`src/rtl/alu_pkg.sv`:
```
// Shared op-code constants and controller state encoding for the ALU subsystem.
package alu_pkg;

  localparam logic [3:0] OP_SUB   = 4'h0;
  localparam logic [3:0] OP_ADD   = 4'h1;
  localparam logic [3:0] OP_AND   = 4'h2;
  localparam logic [3:0] OP_OR    = 4'h3;
  localparam logic [3:0] OP_XOR   = 4'h4;
  localparam logic [3:0] OP_NOT   = 4'h5;
  localparam logic [3:0] OP_SHL   = 4'h6;
  localparam logic [3:0] OP_SHR   = 4'h7;
  localparam logic [3:0] OP_SRA   = 4'h8;
  localparam logic [3:0] OP_SLT   = 4'h9;
  localparam logic [3:0] OP_SLTU  = 4'ha;
  localparam logic [3:0] OP_PASSA = 4'hb;
  localparam logic [3:0] OP_PASSB = 4'hc;
  localparam logic [3:0] OP_INC   = 4'hd;
  localparam logic [3:0] OP_DEC   = 4'he;
  localparam logic [3:0] OP_CLR   = 4'hf;

  localparam logic [1:0] ST_IDLE    = 2'd0;
  localparam logic [1:0] ST_ISSUE   = 2'd1;
  localparam logic [1:0] ST_CAPTURE = 2'd2;
  localparam logic [1:0] ST_RESP    = 2'd3;

endpackage

```
`src/rtl/alu.sv`:
```
// Reference ALU with registered operands; result and flag (result non-zero)
// are valid the cycle after the operands are presented.
module alu
  import alu_pkg::*;
#(
  parameter int data_width = 32
) (
  input  logic                  clk,
  input  logic                  rst_n,
  input  logic [3:0]            op,
  input  logic [data_width-1:0] a,
  input  logic [data_width-1:0] b,
  output logic [data_width-1:0] r,
  output logic                  flag
);

  localparam int SH_W = $clog2(data_width);
  localparam logic [data_width-1:0] ONE = data_width'(1);

  logic [data_width-1:0] a_q, b_q;
  logic [3:0]            op_q;
  logic [SH_W-1:0]       sh;

  always_ff @(posedge clk or negedge rst_n) begin
    if (!rst_n) begin
      a_q  <= '0;
      b_q  <= '0;
      op_q <= OP_CLR;
    end else begin
      a_q  <= a;
      b_q  <= b;
      op_q <= op;
    end
  end

  assign sh = b_q[SH_W-1:0];

  always_comb begin
    r = '0;
    case (op_q)
      OP_SUB:   r = a_q - b_q;
      OP_ADD:   r = a_q + b_q;
      OP_AND:   r = a_q & b_q;
      OP_OR:    r = a_q | b_q;
      OP_XOR:   r = a_q ^ b_q;
      OP_NOT:   r = ~a_q;
      OP_SHL:   r = a_q << sh;
      OP_SHR:   r = a_q >> sh;
      OP_SRA:   r = $unsigned($signed(a_q) >>> sh);
      OP_SLT:   r = ($signed(a_q) < $signed(b_q)) ? ONE : '0;
      OP_SLTU:  r = (a_q < b_q) ? ONE : '0;
      OP_PASSA: r = a_q;
      OP_PASSB: r = b_q;
      OP_INC:   r = a_q + ONE;
      OP_DEC:   r = a_q - ONE;
      default:  r = '0;
    endcase
  end

  assign flag = |r;

endmodule

```
`src/rtl/alu_sys.sv`:
```
// System wrapper: controller driving the reference ALU, for end-to-end tests.
module alu_sys
  import alu_pkg::*;
#(
  parameter int data_width = 32,
  parameter int cnt_width  = 16
) (
  input  logic                  clk,
  input  logic                  rst_n,
  input  logic                  cmd_valid,
  output logic                  cmd_ready,
  input  logic [3:0]            cmd_op,
  input  logic [data_width-1:0] cmd_a,
  input  logic [data_width-1:0] cmd_b,
  output logic                  rsp_valid,
  input  logic                  rsp_ready,
  output logic [data_width-1:0] rsp_r,
  output logic                  rsp_flag,
  output logic [3:0]            rsp_op,
  output logic                  busy,
  output logic [cnt_width-1:0]  op_count,
  output logic [cnt_width-1:0]  flag_count
);

  logic [data_width-1:0] alu_a, alu_b, alu_r;
  logic [3:0]            alu_op;
  logic                  alu_flag;

  alu_ctrl #(.data_width(data_width), .cnt_width(cnt_width)) u_ctrl (
    .clk(clk), .rst_n(rst_n),
    .cmd_valid(cmd_valid), .cmd_ready(cmd_ready),
    .cmd_op(cmd_op), .cmd_a(cmd_a), .cmd_b(cmd_b),
    .alu_A(alu_a), .alu_B(alu_b), .alu_op(alu_op),
    .alu_R(alu_r), .alu_flag(alu_flag),
    .rsp_valid(rsp_valid), .rsp_ready(rsp_ready),
    .rsp_r(rsp_r), .rsp_flag(rsp_flag), .rsp_op(rsp_op),
    .busy(busy), .op_count(op_count), .flag_count(flag_count)
  );

  alu #(.data_width(data_width)) u_alu (
    .clk(clk), .rst_n(rst_n),
    .op(alu_op), .a(alu_a), .b(alu_b),
    .r(alu_r), .flag(alu_flag)
  );

endmodule

```
`src/rtl/alu_ctrl.sv`:
```
// Command/response sequencer for an external registered ALU: one op in flight,
// result captured and held until the consumer takes it, plus status counters.
module alu_ctrl
  import alu_pkg::*;
#(
  parameter int data_width = 32,
  parameter int cnt_width  = 16
) (
  input  logic                  clk,
  input  logic                  rst_n,
  input  logic                  cmd_valid,
  output logic                  cmd_ready,
  input  logic [3:0]            cmd_op,
  input  logic [data_width-1:0] cmd_a,
  input  logic [data_width-1:0] cmd_b,
  output logic [data_width-1:0] alu_A,
  output logic [data_width-1:0] alu_B,
  output logic [3:0]            alu_op,
  input  logic [data_width-1:0] alu_R,
  input  logic                  alu_flag,
  output logic                  rsp_valid,
  input  logic                  rsp_ready,
  output logic [data_width-1:0] rsp_r,
  output logic                  rsp_flag,
  output logic [3:0]            rsp_op,
  output logic                  busy,
  output logic [cnt_width-1:0]  op_count,
  output logic [cnt_width-1:0]  flag_count
);

  localparam logic [cnt_width-1:0] CNT_ONE = cnt_width'(1);

  function automatic logic [cnt_width-1:0] sat_inc(input logic [cnt_width-1:0] v);
    return (&v) ? v : v + CNT_ONE;
  endfunction

  // Reset asserts asynchronously but releases two clocks later, cleanly on an edge.
  logic [1:0] rst_sync;
  logic       rst_int_n;

  always_ff @(posedge clk or negedge rst_n) begin
    if (!rst_n) rst_sync <= 2'b00;
    else        rst_sync <= {rst_sync[0], 1'b1};
  end

  assign rst_int_n = rst_sync[1];

  logic [1:0] state_q;

  always_ff @(posedge clk or negedge rst_int_n) begin
    if (!rst_int_n) begin
      state_q    <= ST_IDLE;
      alu_A      <= '0;
      alu_B      <= '0;
      alu_op     <= OP_CLR;
      rsp_r      <= '0;
      rsp_flag   <= 1'b0;
      rsp_op     <= OP_CLR;
      op_count   <= '0;
      flag_count <= '0;
    end else begin
      case (state_q)
        ST_IDLE: begin
          if (cmd_valid) begin
            alu_op  <= cmd_op;
            alu_A   <= cmd_a;
            alu_B   <= cmd_b;
            state_q <= ST_ISSUE;
          end
        end
        ST_ISSUE: state_q <= ST_CAPTURE;
        ST_CAPTURE: begin
          rsp_r    <= alu_R;
          rsp_flag <= alu_flag;
          rsp_op   <= alu_op;
          state_q  <= ST_RESP;
        end
        ST_RESP: begin
          // Handshake: retire the op and park the ALU on the clear op code.
          if (rsp_ready) begin
            alu_op   <= OP_CLR;
            op_count <= op_count + CNT_ONE;
            if (rsp_flag) flag_count <= sat_inc(flag_count);
            state_q  <= ST_IDLE;
          end
        end
        default: state_q <= ST_IDLE;
      endcase
    end
  end

  assign cmd_ready = (state_q == ST_IDLE);
  assign rsp_valid = (state_q == ST_RESP);
  assign busy      = (state_q != ST_IDLE);

endmodule

```
`config.mk`:
```
export PLATFORM = sky130hd
export DESIGN_NAME = alu_sys
export DESIGN_NICKNAME = d
export VERILOG_FILES = /design/src/rtl/alu_pkg.sv /design/src/rtl/alu.sv /design/src/rtl/alu_sys.sv /design/src/rtl/alu_ctrl.sv
export SDC_FILE = /design/constraint.sdc
export NUM_CORES = 1
export LEC_CHECK = 0
export CAP_MARGIN = 20
export CORE_ASPECT_RATIO = 1.4
export CORE_MARGIN = 10
export CORE_UTILIZATION = 60
export DETAILED_ROUTE_END_ITERATION = 6
export GPL_TIMING_DRIVEN = 0
export MAX_ROUTING_LAYER = met4
export PLACE_DENSITY_LB_ADDON = 0.15
export SYNTH_ARGS = -nofsm -noshare
export SYNTH_HDL_FRONTEND = slang
export SYNTH_SLANG_ARGS = --single-unit
```
`constraint.sdc`:
```
create_clock -name clk -period 12.45 [get_ports clk]
set_input_delay 2.49 -clock clk [delete_from_list [all_inputs] [get_ports clk]]
set_output_delay 2.49 -clock clk [all_outputs]
set_load 0.05 [all_outputs]
```
* Yosys cells after proc, flatten, opt, wreduce, memory -nomap -nowiden
Index checks and enable logic that the tools add are counted.
Word-level totals: bits in registers 209, latch bits 0, RAM bits 0, memory bits (read-only) 0, input port bits 72, output and inout bits 72, logic and storage cells 68, memories 0
Cells by class: add/sub/neg operators 6, multiply operators 0, divide/modulo/power cells 0, magnitude comparators 2, eq/ne operators 19, shifts and indexed selects 3, mux-type cells 9, bitwise operators 5, reductions and logical operators 11
Operators with widths (count):
- 32-bit one-hot mux with 15 select lines | 1
- 32-bit < comparator | 2
- 16-bit by 1-bit adder with 16-bit output, second input constant | 2
- 32-bit by 1-bit adder with 32-bit output, second input constant | 1
- 32-bit adder | 1
- 32-bit bitwise AND | 1
- 32-bit inverter | 1
- 32-bit bitwise OR | 1
- 32-bit OR reduction | 1
- 32-bit by 5-bit left shift with 32-bit output | 1
- 32-bit by 5-bit >> shifter with 32-bit output | 1
- 32-bit by 5-bit >>> shifter with 32-bit output | 1
- 32-bit by 1-bit subtractor with 32-bit output, second input constant | 1
- 32-bit subtractor | 1
- 32-bit bitwise XOR | 1
- 4-bit == test, second input constant | 7
- 4-bit by 3-bit == test with 1-bit output, second input constant | 4
- 16-bit AND reduction | 1
- 4-bit by 2-bit == test with 1-bit output, second input constant | 2
- 4-bit two-way mux | 2
- 2-bit one-hot mux with 4 select lines | 1
- 4-bit one-hot mux with 2 select lines | 1
- 2-bit AND reduction | 3
- 2-bit == test, second input constant | 2
- other kinds (12) | 15

* Logic depth before layout (Yosys ltp)
depth after elaboration 4, mapped depth 29, gate-level depth less buffers 21

* Hierarchy
Synthesis repeated with hierarchy kept, for this count alone.
Second synthesis, totals: cells, all modules 2196, area total of the unflattened synthesis 18791.8 µm²
By module, submodules not included:
- alu | times used 1, cells an instance 1809, area an instance 13170.1 µm², seq. area each 1706.6 µm²
- alu_ctrl | times used 1, cells an instance 387, area an instance 5621.6 µm², seq. area each 3538.4 µm²

* Worst setup path before layout
Ideal clock, no wire load.
path kind reg2reg, from reg u_alu.b_q[0], to reg u_ctrl.rsp_r[31], library setup time 0.125 ns, arrival time 5.056 ns, data required time 12.325 ns, slack 7.270 ns, stages on the path, launching flop included 29, buffers on the path 8, period minus slack after synthesis 5.180 ns, cell sequence dfrtp_1 > buf_6 > buf_6 > buf_6 > buf_6 > buf_4 > buf_2 > inv_1 > ha_1 > nand3_1 > nor3_1 > nand2_1 > or3_1 > clkbuf_1 > nor2_1 > xnor2_1 > o21ai_0 > ha_1 > clkbuf_1 > a21o_1 > a21o_1 > a21o_1 > a21o_1 > a221oi_1 > a21oi_1 > xor2_1 > a221oi_2 > o21ai_1 > mux2_2
Between the ends: longest elaborated chain between the ends 2, elaborated cells between the ends (all ways) 6, those cells by class add/sub (2); shift (3); mux (1)
RTL lines:
- start, declared | line alu.sv:20 | logic [data_width-1:0] a_q, b_q;
- start signal, assigned | line alu.sv:27 | b_q <= '0;
- start signal, assigned | line alu.sv:31 | b_q <= b;
- 32-bit adder, or another cell as far along | line alu.sv:42 | OP_ADD: r = a_q + b_q;
- 32-bit one-hot mux with 15 select lines * | line alu.sv:40 | case (op_q)
- end signal, assigned | line alu_ctrl.sv:73 | rsp_r <= alu_R;
- end, declared | line alu_ctrl.sv:23 | output logic [data_width-1:0] rsp_r,
Mark *: on every way between the ends. The rest lies on a longest branch, timed or not. A chain may end at the register's enable or synchronous reset.

* Final worst setup path
from reg u_alu.b_q[1], to reg u_ctrl.rsp_flag
Between the ends: longest elaborated chain between the ends 4, elaborated cells between the ends (all ways) 14, those cells by class add/sub (2); order compare (2); shift (3); mux (3); bitwise (3); reduce/logical (1)
RTL lines:
- 32-bit < comparator (on tied branches) | line alu.sv:51, alu.sv:50
- 1-bit two-way mux (on tied branches) | line alu.sv:51, alu.sv:50
- 32-bit one-hot mux with 15 select lines * | line alu.sv:40
- 32-bit OR reduction * | line alu.sv:60 | assign flag = |r;
- end signal, assigned | line alu_ctrl.sv:74 | rsp_flag <= alu_flag;
- end, declared | line alu_ctrl.sv:24 | output logic rsp_flag,
Marks and branches as above.

==> results.yml <==
global_route:
  grt_overflow_total: 0
  grt_pass1_wl_microns: 130700
  grt_pass1_vias: 19712
  antenna_found_initial: 14
  grt_max_degree: 75
  grtUsageTotal: 0.4703
timing:
  slew_headroom: 0.08450
  period_share: 0.5970
  tightest_slew_ps: 1373
  slew_violations: 0
  setup_viol: 0
  hold_viol_final: 0
  tns_ps: 0
  max_clock_freq_mhz: 134.6
  layout_min_cycle_time_ps: 7432
  skew_ps: 14.05
  rsz0062_at_grt: "false"
clocking:
  clk_latency_ps: 540
  cts-hold-fix-buffers: 0
  clock_path_buffers: 3
  ctsRootBufferMaster: "clkbuf_16"
  clock-sinks: 209
  post_cts_buffers: 0
  cts.htree.levels: 1
  tritoncts: "built"
  cts_resized: 0
  cts_inserted_buffers: 20
  path_clk_slew_ps: 70
finish:
  layout.area.seq_sq_um: 5249
  drive_above_1_share: 0.1170
  syn_to_final_growth_pct: 15.18
  multiInputGateArea_sq_um: 12290
  fin_util: 0.6953
  fin_nets: 2511
  n_fill_cell: 2377
  finalNonFillerCells: 2718
critical_path:
  worstPathArrival_ps: 7820
  slowest_delay_ps: 980
  setup.worst_path.class: "reg2reg"
  critPathCaptureType: "flip-flop"
  critPathLaunchType: "flip-flop"
  required_ps: 12840
  crit_buf_inv: 0
  slowest_stage: "nor3_2"
  path_cells: "nor3_2 -> nand2_1 -> or4_4 -> nor3_1 -> xnor2_1 -> o21ai_0 -> ha_1 -> nand2_1 -> o21ai_0 -> o21ai_0 -> a31oi_1 -> xor2_1 -> a221oi_1 -> nand4_1 -> nor4_1 -> a41oi_1"
  path_max_fanout: 7
  cp_common_cell: "o21ai_0"
  cp_top_family: "simple AND/OR/NAND/NOR gates"
floorplanning:
  io_pins: 144
  row_count: 76
  die_w_microns: 168.3
  core_area_sq_um: 30620
  initial_core_util: 0.6037
  dieArea_sq_um: 38330
  die_y_microns: 227.7
yosys:
  synthTopCellsByArea: "dfrtp_1 27%, ha_1 9.1%, mux2_2 6.3%"
  synth-simple-area-share: 0.1646
  synth_cells: 2123
  synth_top_area_frac: 0.2667
  seq_area_frac_synth: 0.2838
  synth_ff_type: "dfrtp_1"
  synth_xor_area_frac: 0.04786
  syn_area_sq_um: 18480
  synth.cells.most_frequent: "198 x nor2_1, 197 x dfrtp_1, 166 x nand2_1"
  syn-num-nets: 2331
  synthMuxAreaShare: 0.1323
  synth_warnings: 0
  yosysMostFrequentCell: "nor2_1"
  ys_seq_elements: 209
  synthArstFlopShare: 1.000
  synth_top_area_cell: "dfrtp_1"
  synth_fa_ha_area_frac: 0.09287
  synth_top_family_by_area: "compound AO/OA/AOI/OAI gates"
  synth.distinct_cells: 98
  synth_edf_count: 0
  synth_compound_area_frac: 0.2245
  syn_avg_cell_area_sq_um: 8.707
placement:
  dp_cells: 2665
  dp_hpwl_microns: 65300
  gp_congestion: 1.272
  io_buffers: 143
drt:
  first_iter_violations: 3473
  first_pass_iters: 7
  routedWlPerCell_microns: 32.63
  ant_nets: 0
  vias: 20035
  routed_via_density: 7.371
  drcViolationCount: 24
  wirelength_microns: 88690
min_path:
  worstHoldPathType: "reg2reg"
outcome:
  status: "finished, violations left"
  violations: "DRC"
run:
  max-cap-violations: 0
-- per-layer routing --
metal  vias to the layer above  part of all wire  GRT usage
met5                         -                 0          -
met4                         0              0.12     0.4119
met3                       678              0.15     0.2004
met2                      1775              0.43     0.6784
met1                      9332              0.31     0.4856
li1                       8250                 -          -
-- layout make-up --
class	instances	area share
multi-input cells	1674	0.5772
plain buffers	137	0.02868
diodes	11	0.001293
flip-flops and latches	209	0.2465
inverters	103	0.01816
well taps	390	0.02292
repair buffers	158	0.07276
clock buffers	27	0.02762
clock inverters	9	0.004878
-- layout by cell type, fill, tap and decap left out, types with 22 or more instances in the layout --
cell and count:
a211oi_1 25, clkbuf_1 93, o211ai_1 38, nand3_1 45
a21o_1 22, xor2_1 25, nand4_1 23, ha_1 134
nor2_1 198, mux2_2 103, a22oi_1 27, mux4_2 28
clkdlybuf4s50_1 142, buf_2 32, nand2b_1 24, o22ai_1 31
xnor2_1 76, nand2_1 166, dfrtp_1 196, mux2i_1 56
o21ai_0 125, nor4_1 24, inv_1 98, nor3_1 40
a21oi_1 149
-- through the flow --
| step | hold WS (ps) | instance area, sq um | setup slack [ps] |
|---|---|---|---|
| 4_1_cts | 349.6 | 21200 | 5487 |
| 5_1_grt | 352.0 | 21290 | 5261 |
| 3_3_place_gp | 335.3 | 20400 | 5550 |
| 6_report | 347.7 | 21290 | 5018 |
| 3_5_place_dp | 338.1 | 20500 | 5543 |
| 2_1_floorplan | 331.2 | 18480 | 7270 |
-- final timing paths --
path | start | to | slack, ps | cells past startpoint
max | u_alu.b_q[1] | u_ctrl.rsp_flag | 5020 | 16
min | u_ctrl.rst_sync[0] | u_ctrl.rst_sync[1] | 350 | 0
max reg2reg | u_alu.b_q[1] | u_ctrl.rsp_flag | 5020 | 16
min reg2reg | u_ctrl.rst_sync[0] | u_ctrl.rst_sync[1] | 350 | 0
max in group asynchronous | rst_n | u_ctrl.rst_sync[1] | 9700 | 1
min in group asynchronous | u_ctrl.rst_sync[1] | u_ctrl.alu_B[12] | 490 | 0
-- cell families (layout without fill, tap and decap cells) --
logic type	count (synthesis)	after routing
adder cells (fa/ha/maj)	136	136
multiplexers	194	194
AND/OR/NAND/NOR	628	628
XOR/XNOR	101	101
other	1	12
AO/OA/AOI/OAI	614	614
flip-flops	209	209
buffers and inverters	240	434
-- flip-flops by register name (all words and copies together), names as in the netlist --
name,flops
u_ctrl.rsp_r,32
u_ctrl.alu_op,4
u_alu.op_q,4
u_ctrl.flag_count,16
u_ctrl.rsp_flag,1
u_ctrl.rst_sync,2
u_alu.a_q,32
u_ctrl.rsp_op,4
u_ctrl.op_count,16
u_ctrl.alu_B,32
u_ctrl.alu_A,32
u_alu.b_q,32
u_ctrl.state_q,2
Power is left out: the tool's default activity adds up to more than one toggle a clock period on the data nets, which glitch-free logic cannot reach.
